### src/rtl/f_int_normalize.sv
// rtl/f_int_normalize.sv - integer-to-float front end: sign/magnitude split and iterative normalize
// Emits sign, left-justified significand and biased exponent for the FPU rounding stage.
module f_int_normalize (
    input  logic        clk_i,
    input  logic        rst_i,
    input  logic        valid_i,
    output logic        ready_o,
    input  logic [31:0] int_i,
    input  logic        signed_i,
    input  logic [2:0]  rm_i,
    output logic        valid_o,
    input  logic        ready_i,
    output logic        sign_o,
    output logic [31:0] sig_o,
    output logic [7:0]  exp_o,
    output logic        zero_o,
    output logic [2:0]  rm_o
);

    typedef enum logic [1:0] {
        IDLE = 2'd0,
        NORM = 2'd1,
        DONE = 2'd2
    } state_t;

    state_t      state_q, state_d;
    logic [31:0] sig_q, sig_d;
    logic [4:0]  cnt_q, cnt_d;
    logic [7:0]  exp_q, exp_d;
    logic        sign_q, sign_d;
    logic        zero_q, zero_d;
    logic        valid_q, valid_d;
    logic [2:0]  rm_q, rm_d;

    logic        in_sign;
    logic [31:0] in_mag;

    // -2^31 negates to itself, which is exactly the magnitude we want when read unsigned
    assign in_sign = signed_i & int_i[31];
    assign in_mag  = in_sign ? (~int_i + 32'd1) : int_i;

    assign ready_o = (state_q == IDLE);

    always_comb begin
        state_d = state_q;
        sig_d   = sig_q;
        cnt_d   = cnt_q;
        exp_d   = exp_q;
        sign_d  = sign_q;
        zero_d  = zero_q;
        valid_d = valid_q;
        rm_d    = rm_q;
        case (state_q)
            IDLE: begin
                if (valid_i) begin
                    sig_d  = in_mag;
                    sign_d = in_sign;
                    rm_d   = rm_i;
                    cnt_d  = 5'd0;
                    if (in_mag == 32'd0) begin
                        state_d = DONE;
                        valid_d = 1'b1;
                        zero_d  = 1'b1;
                        exp_d   = 8'd0;
                        sign_d  = 1'b0;
                    end else begin
                        state_d = NORM;
                        zero_d  = 1'b0;
                    end
                end
            end
            NORM: begin
                if (sig_q[31]) begin
                    exp_d   = 8'd158 - {3'b000, cnt_q};
                    valid_d = 1'b1;
                    state_d = DONE;
                end else if (sig_q[31:24] == 8'd0) begin
                    sig_d = {sig_q[23:0], 8'd0};
                    cnt_d = cnt_q + 5'd8;
                end else begin
                    sig_d = {sig_q[30:0], 1'b0};
                    cnt_d = cnt_q + 5'd1;
                end
            end
            DONE: begin
                if (ready_i) begin
                    valid_d = 1'b0;
                    state_d = IDLE;
                end
            end
            default: state_d = IDLE;
        endcase
    end

    always_ff @(posedge clk_i) begin
        if (rst_i) begin
            state_q <= IDLE;
            sig_q   <= 32'd0;
            cnt_q   <= 5'd0;
            exp_q   <= 8'd0;
            sign_q  <= 1'b0;
            zero_q  <= 1'b0;
            valid_q <= 1'b0;
            rm_q    <= 3'd0;
        end else begin
            state_q <= state_d;
            sig_q   <= sig_d;
            cnt_q   <= cnt_d;
            exp_q   <= exp_d;
            sign_q  <= sign_d;
            zero_q  <= zero_d;
            valid_q <= valid_d;
            rm_q    <= rm_d;
        end
    end

    assign valid_o = valid_q;
    assign sign_o  = sign_q;
    assign sig_o   = sig_q;
    assign exp_o   = exp_q;
    assign zero_o  = zero_q;
    assign rm_o    = rm_q;

endmodule

### config.mk
export PLATFORM = sky130hd
export DESIGN_NAME = f_int_normalize
export DESIGN_NICKNAME = d
export VERILOG_FILES = /design/src/rtl/f_int_normalize.sv
export SDC_FILE = /design/constraint.sdc
export NUM_CORES = 1
export LEC_CHECK = 0
export CELL_PAD_IN_SITES_DETAIL_PLACEMENT = 0
export CELL_PAD_IN_SITES_GLOBAL_PLACEMENT = 2
export CORE_MARGIN = 1
export CORE_UTILIZATION = 30
export DETAILED_ROUTE_END_ITERATION = 10
export PLACE_DENSITY_LB_ADDON = 0.3
export SLEW_MARGIN = 25
export SYNTH_ARGS = -nofsm -noshare
export SYNTH_HDL_FRONTEND = slang
export SYNTH_SLANG_ARGS = --single-unit
export TNS_END_PERCENT = 5
### constraint.sdc
create_clock -name clk_i -period 6.6 [get_ports clk_i]
set_input_delay 0.66 -clock clk_i [delete_from_list [all_inputs] [get_ports clk_i]]
set_output_delay 0.66 -clock clk_i [all_outputs]
set_load 0.03 [all_outputs]
# ---- Word level (Yosys, flattened, before mapping)
# Cells that the tools add are included.
dict set report totals {
  reg_bits 53
  latch_bits 0
  ram_bits 0
  romBits 0
  out_inout_bits 47
  wordCells 58
  n_memories 0
}
dict set report classes {
  n_addsub 4
  mul 0
  div 0
  order_cmp 0
  eq_ne 7
  shift 0
  mux 25
  bitwise_logic 2
  n_reduce_logical 11
}
# cell count
set op_table {}
lappend op_table {{$mux 32} 4}
lappend op_table {{$pmux 32 s2} 1}
lappend op_table {{$add 32x1->32 const B} 1}
lappend op_table {{$logic_not 32->1} 1}
lappend op_table {{$not 32->32} 1}
lappend op_table {{$mux 8} 3}
lappend op_table {{$pmux 8 s2} 1}
lappend op_table {{$mux 5} 3}
lappend op_table {{$pmux 5 s2} 1}
lappend op_table {{$logic_not 8->1} 1}
lappend op_table {{$mux 2} 4}
lappend op_table {{$ne 2x2->1 const B} 4}
lappend op_table {{$sub 8x5->8 const A} 1}
lappend op_table {{$mux 1} 6}
lappend op_table {{$pmux 2 s3} 1}
lappend op_table {{$reduce_and 3->1} 2}
lappend op_table {{$add 5x1->5 const B} 1}
lappend op_table {{$add 5x4->5 const B} 1}
lappend op_table {{$reduce_and 5->1} 1}
lappend op_table {{$reduce_and 2->1} 2}
lappend op_table {{$reduce_and 4->1} 1}
lappend op_table {{$pmux 1 s3} 1}
lappend op_table {{$reduce_bool 3->1} 1}
lappend op_table {{$eq 2x1->1 const B} 1}
lappend op_table {{5 further kinds} 5}

# ---- Logic depth before layout (Yosys ltp)
# Gate-level depths: netlist of run 1.
dict set report depth {
  ltp_word 7
  mapped_depth 10
  depth_no_buf 10
}

# ---- Worst setup path before layout of run 1
# No wires, ideal clock.
dict set report synth_path {
  kind {input-to-reg}
  start {input int_i[1]}
  end {register exp_q[3], in the netlist exp_o[3]}
  setup_ns 0.131
  arrival_time_ns 3.292
  setup_slack_ns 3.177
  stages 10
  path_buffers 2
  cell_sequence {or4_1 clkbuf_1 or2_1 clkbuf_1 o41a_1 or3_4 a2111oi_4 nand4_2 nor3_4 o22ai_1}
}
dict set report synth_between {
  elab_chain_len 6
}
# element line
set synth_lines {}
lappend synth_lines {{start: declaration} 8} ;# input logic [31:0] int_i,
lappend synth_lines {{$not 32->32} 40} ;# assign in_mag = in_sign ? (~int_i + 32'd1) : int_i;
lappend synth_lines {{$add 32x1->32} 40}
lappend synth_lines {{$mux 32 (*)} 40}
lappend synth_lines {{$logic_not 32->1 (*)} 60} ;# if (in_mag == 32'd0) begin
lappend synth_lines {{$ne 2x1->1 (no line) (*)} -}
lappend synth_lines {{$reduce_and 4->1 (no line) (*)} -}
lappend synth_lines {{end signal: assignment} 109} ;# exp_q <= exp_d;
lappend synth_lines {{end: declaration} 29} ;# logic [7:0] exp_q, exp_d;
# Every way passes the cells marked *; elsewhere a longest branch is shown, timed or not.
# A chain may end at the register's enable or synchronous reset.

# ---- Worst setup path after layout of run 1
dict set report layout_path {
  start {input int_i[5]}
  end {register exp_q[6], in the netlist exp_o[6]}
}
# Same word-level chain as after synthesis.

==> key figures, run 1 <==
Status
  – Status: finished, final reports clean

Global routing
  – Gr usage total: 21.8%
  – Vias in the first global route: 4,190
  – Final global-route overflow total: 0
  – Largest net degree at the start of global routing: 55
  – Initial antenna violation count: 0
  – First-pass GRT wire length: 22,800 um

Routing
  – Drt pass-1 iters: 5
  – Avg WL per Cell: 18.0 um
  – Routed WL: 14,500 um
  – DR DRC count: 0
  – 1st-iter DRT viols: 313
  – Met3 routed WL: 684 um
  – Drt via density: 5.58
  – Final ANT Viol Nets: 0
  – Highest Signal Layer: met4
  – Total number of vias: 4,479
  – Met1 wire length: 6710 um
  – WL met2: 6880 um

Logic synthesis
  – Asr flop ratio synth: 0%
  – EDFF count, synth: 0
  – Mapped cell area: 3950 um2
  – Yosys top cell by area: dfxtp_1
  – #FFs+latches synth: 53
  – Synth area leaders: dfxtp_1 (27%), nor2_1 (7.1%), a21oi_1 (6.2%)
  – Mapped Cells: 572
  – Yosys top cell area share: 26.8%
  – Synth Area per Inst: 6.91 um2
  – Syn nets: 615
  – Post-synth top flop: dfxtp_1
  – Yosys cell types: 59
  – Post-synthesis sequential area ratio: 26.8%
  – Yosys Warn Count: 0

Placed design
  – IO Port Bufs: 86
  – DP HPWL: 10,800 um
  – Placed Area: 4920 um2
  – RePlAce Congestion: 0.928

Floorplanning
  – Initial core utilization: 31.1%
  – # rows: 41
  – DIE WIDTH: 117 um
  – Die Y: 117 um
  – I/O Pins: 87
  – Die area: 13,600 um2
  – Core area: 12,700 um2

Worst setup path
  – Critical Path Fanout Max: 7
  – Worst EP arrival: 4.55 ns
  – CP startpoint kind: primary input
  – Crit Path Category: primary input to flop
  – WP data required: 6.75 ns
  – CP Capture Type: flop

Timing
  – Max Fclk: 227 MHz
  – Normalized max-slew margin: 36.6%
  – Setup Skew: 0.00477 ns
  – Final Cycle Share: 66.6%
  – Max Slew Vio Count: 0
  – Final min period: 4.40 ns
  – Final Hold Fails: 0
  – Worst Tran Pin Value: 0.938 ns
  – Setup Viol. Count Final: 0
  – Setup_tns: 0 ns
  – RSZ-0062 raised after global routing: false

Power
  – Leak Pwr: 1.68 nW
  – PD cells: 232 nW/um2
  – Worst IR Drop VDD: 97.9 uV

Clock network
  – Root buffer cell: clkbuf_16
  – Clock sinks: 53
  – CTS tree: done
  – Worst skew pair latency: 0.30 ns
  – CTS buffer count: 5
  – Cts hold-fix bufs: 0
  – Post-CTS Resized: 0
  – Clock slew at reported path FFs: 0.07 ns
  – Postcts setup bufs: 0
  – H-tree Lvls: 2
  – CTS max path bufs: 2

Final layout
  – Post-layout util: 39.8%
  – Post-layout nets: 672
  – Synth-to-layout area growth: 28.0%
  – # diodes: 0
  – Post-route cell area: 5060 um2
  – Share of cells above drive strength 1: 3.97%

Job
  – Max_cap viols: 0

Hold path
  – Worst Hold Class: flop to flop
==> flip-flops by register name, summed over array words and instances, names as in the netlist <==
register / flops
rm_o: 3
valid_o: 1
state_q: 2
sig_o: 32
cnt_q: 5
sign_o: 1
zero_o: 1
exp_o: 8
==> synthesized netlist by cell type (5+ instances only) <==
cell type	count
a22oi_1	7
dfxtp_1	53
inv_1	14
o22ai_1	6
nand4b_1	6
or3_1	6
xor2_1	16
nand2b_1	6
a21oi_1	49
xnor2_1	16
nand4_1	6
nor2_1	75
o21ai_0	22
nor4_1	18
or4_1	5
clkbuf_1	38
a211oi_1	10
nand2_1	64
a31oi_1	17
nor3_1	41
nand3_1	22
o31ai_1	7
==> routing by layer <==
layer	vias up	GRT usage (%)
li1	2217	-
met1	2100	30.4
met2	149	36.0
met3	13	2.01
met4	0	5.91
met5	-	0
==> cells in the final DEF (no fill, tap or decap), types with 8 or more instances in the layout <==
cell type,count
nor3_1,40
nand2_1,64
nor2_1,75
nor4_1,18
dfxtp_1,53
xor2_1,16
nand3_1,22
a21oi_1,49
inv_1,14
clkdlybuf4s50_1,85
o21ai_0,22
a211oi_1,10
buf_4,8
xnor2_1,16
a31oi_1,17
==> layout make-up <==
type / instances / area, um2
fill: 1425 / 7660
multi-input combinational: 462 / 2680
sequential: 53 / 1060
timing repair buffer: 93 / 911
tap: 172 / 215
clock buffer: 7 / 133
inverter: 14 / 52.6
clock inverter: 1 / 7.51
==> power breakdown <==
part | leakage [nW] | switching, mW | internal, mW
clock network | 0.0641 | 0.121 | 0.141
logic | 1.18 | 0.307 | 0.185
registers | 0.436 | 0.0578 | 0.363
==> worst paths after layout <==
| path | from | to | slack (ns) | cells after the start |
|---|---|---|---|---|
| max | int_i[5] | exp_o[6]$_SDFFE_PP0P_ | 2.20 | 9 |
| min | rm_o[0]$_SDFFE_PP0P_ | rm_o[0]$_SDFFE_PP0P_ | 0.45 | 2 |
| max reg2reg | state_q[0]$_SDFFE_PP0P_ | cnt_q[4]$_SDFFE_PP0P_ | 3.70 | 7 |
| min reg2reg | rm_o[0]$_SDFFE_PP0P_ | rm_o[0]$_SDFFE_PP0P_ | 0.45 | 2 |
==> metrics by stage <==
| stage | power [mW] | hold slack (ns) | cells | setup slack (ns) |
|---|---|---|---|---|
| floorplan | 0.721 | 0.473 | 572 | 3.18 |
| global placement | 0.919 | 0.442 | 794 | 1.97 |
| detailed placement | 0.918 | 0.449 | 794 | 1.93 |
| CTS | 1.18 | 0.460 | 802 | 2.23 |
| global route | 1.24 | 0.483 | 802 | 1.89 |
| finish | 1.17 | 0.454 | 802 | 2.20 |
==> kinds of logic after synthesis <==
kind of cell             after synthesis  share of synthesized area (%)
AND/OR/NAND/NOR                      277                           34.8
AO/OA/AOI/OAI                        149                           24.5
buffers and inverters                 57                           5.48
flip-flops                            53                           26.8
XOR/XNOR                              32                           7.09
adder cells (fa/ha/maj)                3                          0.950
multiplexers                           1                          0.285
==> critical path, stage by stage <==
cell and delay (ns):
clkdlybuf4s50_1 0.53, or3_1 0.55, or4_4 0.62, o41a_1 0.43, or3_4 0.36, a211oi_1 0.30, nand4b_1 0.14, o31ai_1 0.79
o21ai_0 0.16
No activity file was read; power rests on OpenSTA's default activity.
==> inputs of run 2 (changes only) <==
--- a/config.mk
+++ b/config.mk
@@ -8,7 +8,7 @@
 export CELL_PAD_IN_SITES_DETAIL_PLACEMENT = 0
 export CELL_PAD_IN_SITES_GLOBAL_PLACEMENT = 2
 export CORE_MARGIN = 1
-export CORE_UTILIZATION = 30
+export CORE_UTILIZATION = 25
 export DETAILED_ROUTE_END_ITERATION = 10
 export PLACE_DENSITY_LB_ADDON = 0.3
 export SLEW_MARGIN = 25
==> constraint.sdc (replaced) <==
create_clock -name clk_i -period 3.85 [get_ports clk_i]
set_input_delay 0.385 -clock clk_i [delete_from_list [all_inputs] [get_ports clk_i]]
set_output_delay 0.385 -clock clk_i [all_outputs]
set_load 0.03 [all_outputs]
==> key figures, run 2 (synthesis results as in run 1) <==
Status
  – Status: finished, final reports clean

Power
  – Worst IR Drop VDD: 175 uV
  – Pint: 1.24 mW
  – Net Sw Frac: 40.8%
  – Clock share of power: 23.3%
  – PD cells: 385 nW/um2
  – Comb power frac: 42.5%
  – Reg power frac: 34.2%
  – P_sw: 0.857 mW
  – Overall Power: 2.10 mW
  – Leak Pwr: 1.90 nW

Timing
  – Setup Skew: 0.00621 ns
  – Post-route setup slack: 0.346 ns
  – Worst Tran Pin Value: 0.837 ns
  – Final min period: 3.50 ns
  – Final Cycle Share: 91.0%
  – Worst hold slack: 0.460 ns
  – RSZ-0062 raised after global routing: false
  – Setup Viol. Count Final: 0
  – Normalized max-slew margin: 44.1%
  – Final Hold Fails: 0
  – Max Fclk: 285 MHz
  – Max Slew Vio Count: 0
  – Setup_tns: 0 ns

Worst setup path
  – CP startpoint kind: primary input
  – Critical Path Fanout Max: 5
  – Crit Path Category: primary input to flop
  – WP data required: 4.03 ns
  – CP Capture Type: flop
  – Reg-to-Reg End: cnt_q[4]$_SDFFE_PP0P_
  – Reg-to-reg startpoint: sig_o[31]$_SDFFE_PP0P_
  – Worst EP arrival: 3.68 ns
  – Reg2reg setup slack: 1.25 ns
  – Reg2Reg Depth: 7

Final layout
  – Post-route cell area: 5450 um2
  – Post-layout util: 35.6%
  – # diodes: 0
  – Share of cells above drive strength 1: 10.5%
  – Most frequent cells in the layout: clkdlybuf4s50_1 (85), nor2_1 (75), nand2_1 (64), dfxtp_1 (53), buf_4 (51)
  – Most common cell after layout, fill and taps aside: clkdlybuf4s50_1
  – Post-layout nets: 716
  – Layout Cells excl Fill: 885
  – Synth-to-layout area growth: 38.0%
  – Largest register FFs: 32

Global routing
  – Vias in the first global route: 4,436
  – First-pass GRT wire length: 24,800 um
  – Final global-route overflow total: 0
  – Largest net degree at the start of global routing: 34
  – Initial antenna violation count: 0
  – Gr usage total: 19.4%

Clock network
  – Worst skew pair latency: 0.30 ns
  – H-tree Lvls: 2
  – Root buffer cell: clkbuf_16
  – CTS tree: done
  – Cts hold-fix bufs: 0
  – Post-CTS Resized: 0
  – Postcts setup bufs: 0
  – Clock slew at reported path FFs: 0.07 ns
  – CTS max path bufs: 2
  – Clock sinks: 53
  – CTS buffer count: 5

Floorplanning
  – Core area: 15,300 um2
  – # rows: 45
  – DIE WIDTH: 128 um
  – I/O Pins: 87
  – Die area: 16,300 um2
  – Initial core utilization: 25.8%
  – Die Y: 128 um

Placed design
  – Cells after DPL: 877
  – DP HPWL: 12,100 um
  – Pre-CTS setup slack: 0.0880 ns
  – IO Port Bufs: 86
  – Placed Area: 5300 um2
  – RePlAce Congestion: 0.865

Routing
  – Routed WL: 15,800 um
  – Avg WL per Cell: 17.8 um
  – Total number of vias: 4,691
  – 1st-iter DRT viols: 238
  – Drt via density: 5.30
  – Final ANT Viol Nets: 0
  – Drt pass-1 iters: 5
  – DR DRC count: 0

Hold path
  – Worst Hold Class: flop to flop
  – WHS Path Cells: 2
  – Min-Delay Endpoint: rm_o[2]$_SDFFE_PP0P_
  – Hold Startpoint: rm_o[2]$_SDFFE_PP0P_

Job
  – Max_cap viols: 0
-- run 2: cell type report --
cell class | count | area (um2)
fillers | 1693 | 9860
clock buffers | 7 | 153
well taps | 211 | 264
flip-flops and latches | 53 | 1060
inverters | 14 | 52.6
multi-input cells | 462 | 2680
clock inverters | 1 | 5.00
repair buffers | 137 | 1240
-- run 2: worst max-delay path by stage --
| stage | start | endpoint | slack (ns) | cells past startpoint |
|---|---|---|---|---|
| after floorplan | int_i[1] | exp_o[3]$_SDFFE_PP0P_ | 0.70 | 10 |
| after global placement | int_i[10] | exp_o[6]$_SDFFE_PP0P_ | 0.16 | 10 |
| after detailed placement | int_i[10] | exp_o[6]$_SDFFE_PP0P_ | 0.09 | 10 |
| after CTS | int_i[10] | exp_o[6]$_SDFFE_PP0P_ | 0.41 | 10 |
| after global routing | int_i[10] | exp_o[4]$_SDFFE_PP0P_ | 0.20 | 10 |
| final | int_i[10] | exp_o[5]$_SDFFE_PP0P_ | 0.35 | 10 |
-- run 2: power by group through the flow --
| stage | Clock (mW) | Sequential [mW] | Combinational, mW |
|---|---|---|---|
| after floorplan | 0 | 0.829 | 0.407 |
| after global placement | 0 | 0.732 | 0.887 |
| after detailed placement | 0 | 0.731 | 0.892 |
| final | 0.490 | 0.718 | 0.892 |
| after CTS | 0.499 | 0.718 | 0.893 |
| after global routing | 0.519 | 0.728 | 0.965 |
-- run 2: metal layers --
layer / vias to the layer above / GRT usage [%] / wire length [um]
met3: 11 / 1.63 / 541
met4: 0 / 5.05 / 191
met5: - / 0 / 0
met2: 118 / 33.3 / 7650
met1: 2264 / 25.9 / 7380
li1: 2298 / - / -
-- run 2: critical path, stage by stage --
cell             delay, ns
clkdlybuf4s50_1       0.41
or4_1                 0.56
or4_4                 0.44
o41a_1                0.42
or3_4                 0.36
a211oi_1              0.25
nand4b_1              0.13
o31ai_1               0.42
buf_4                 0.22
o21ai_0               0.07
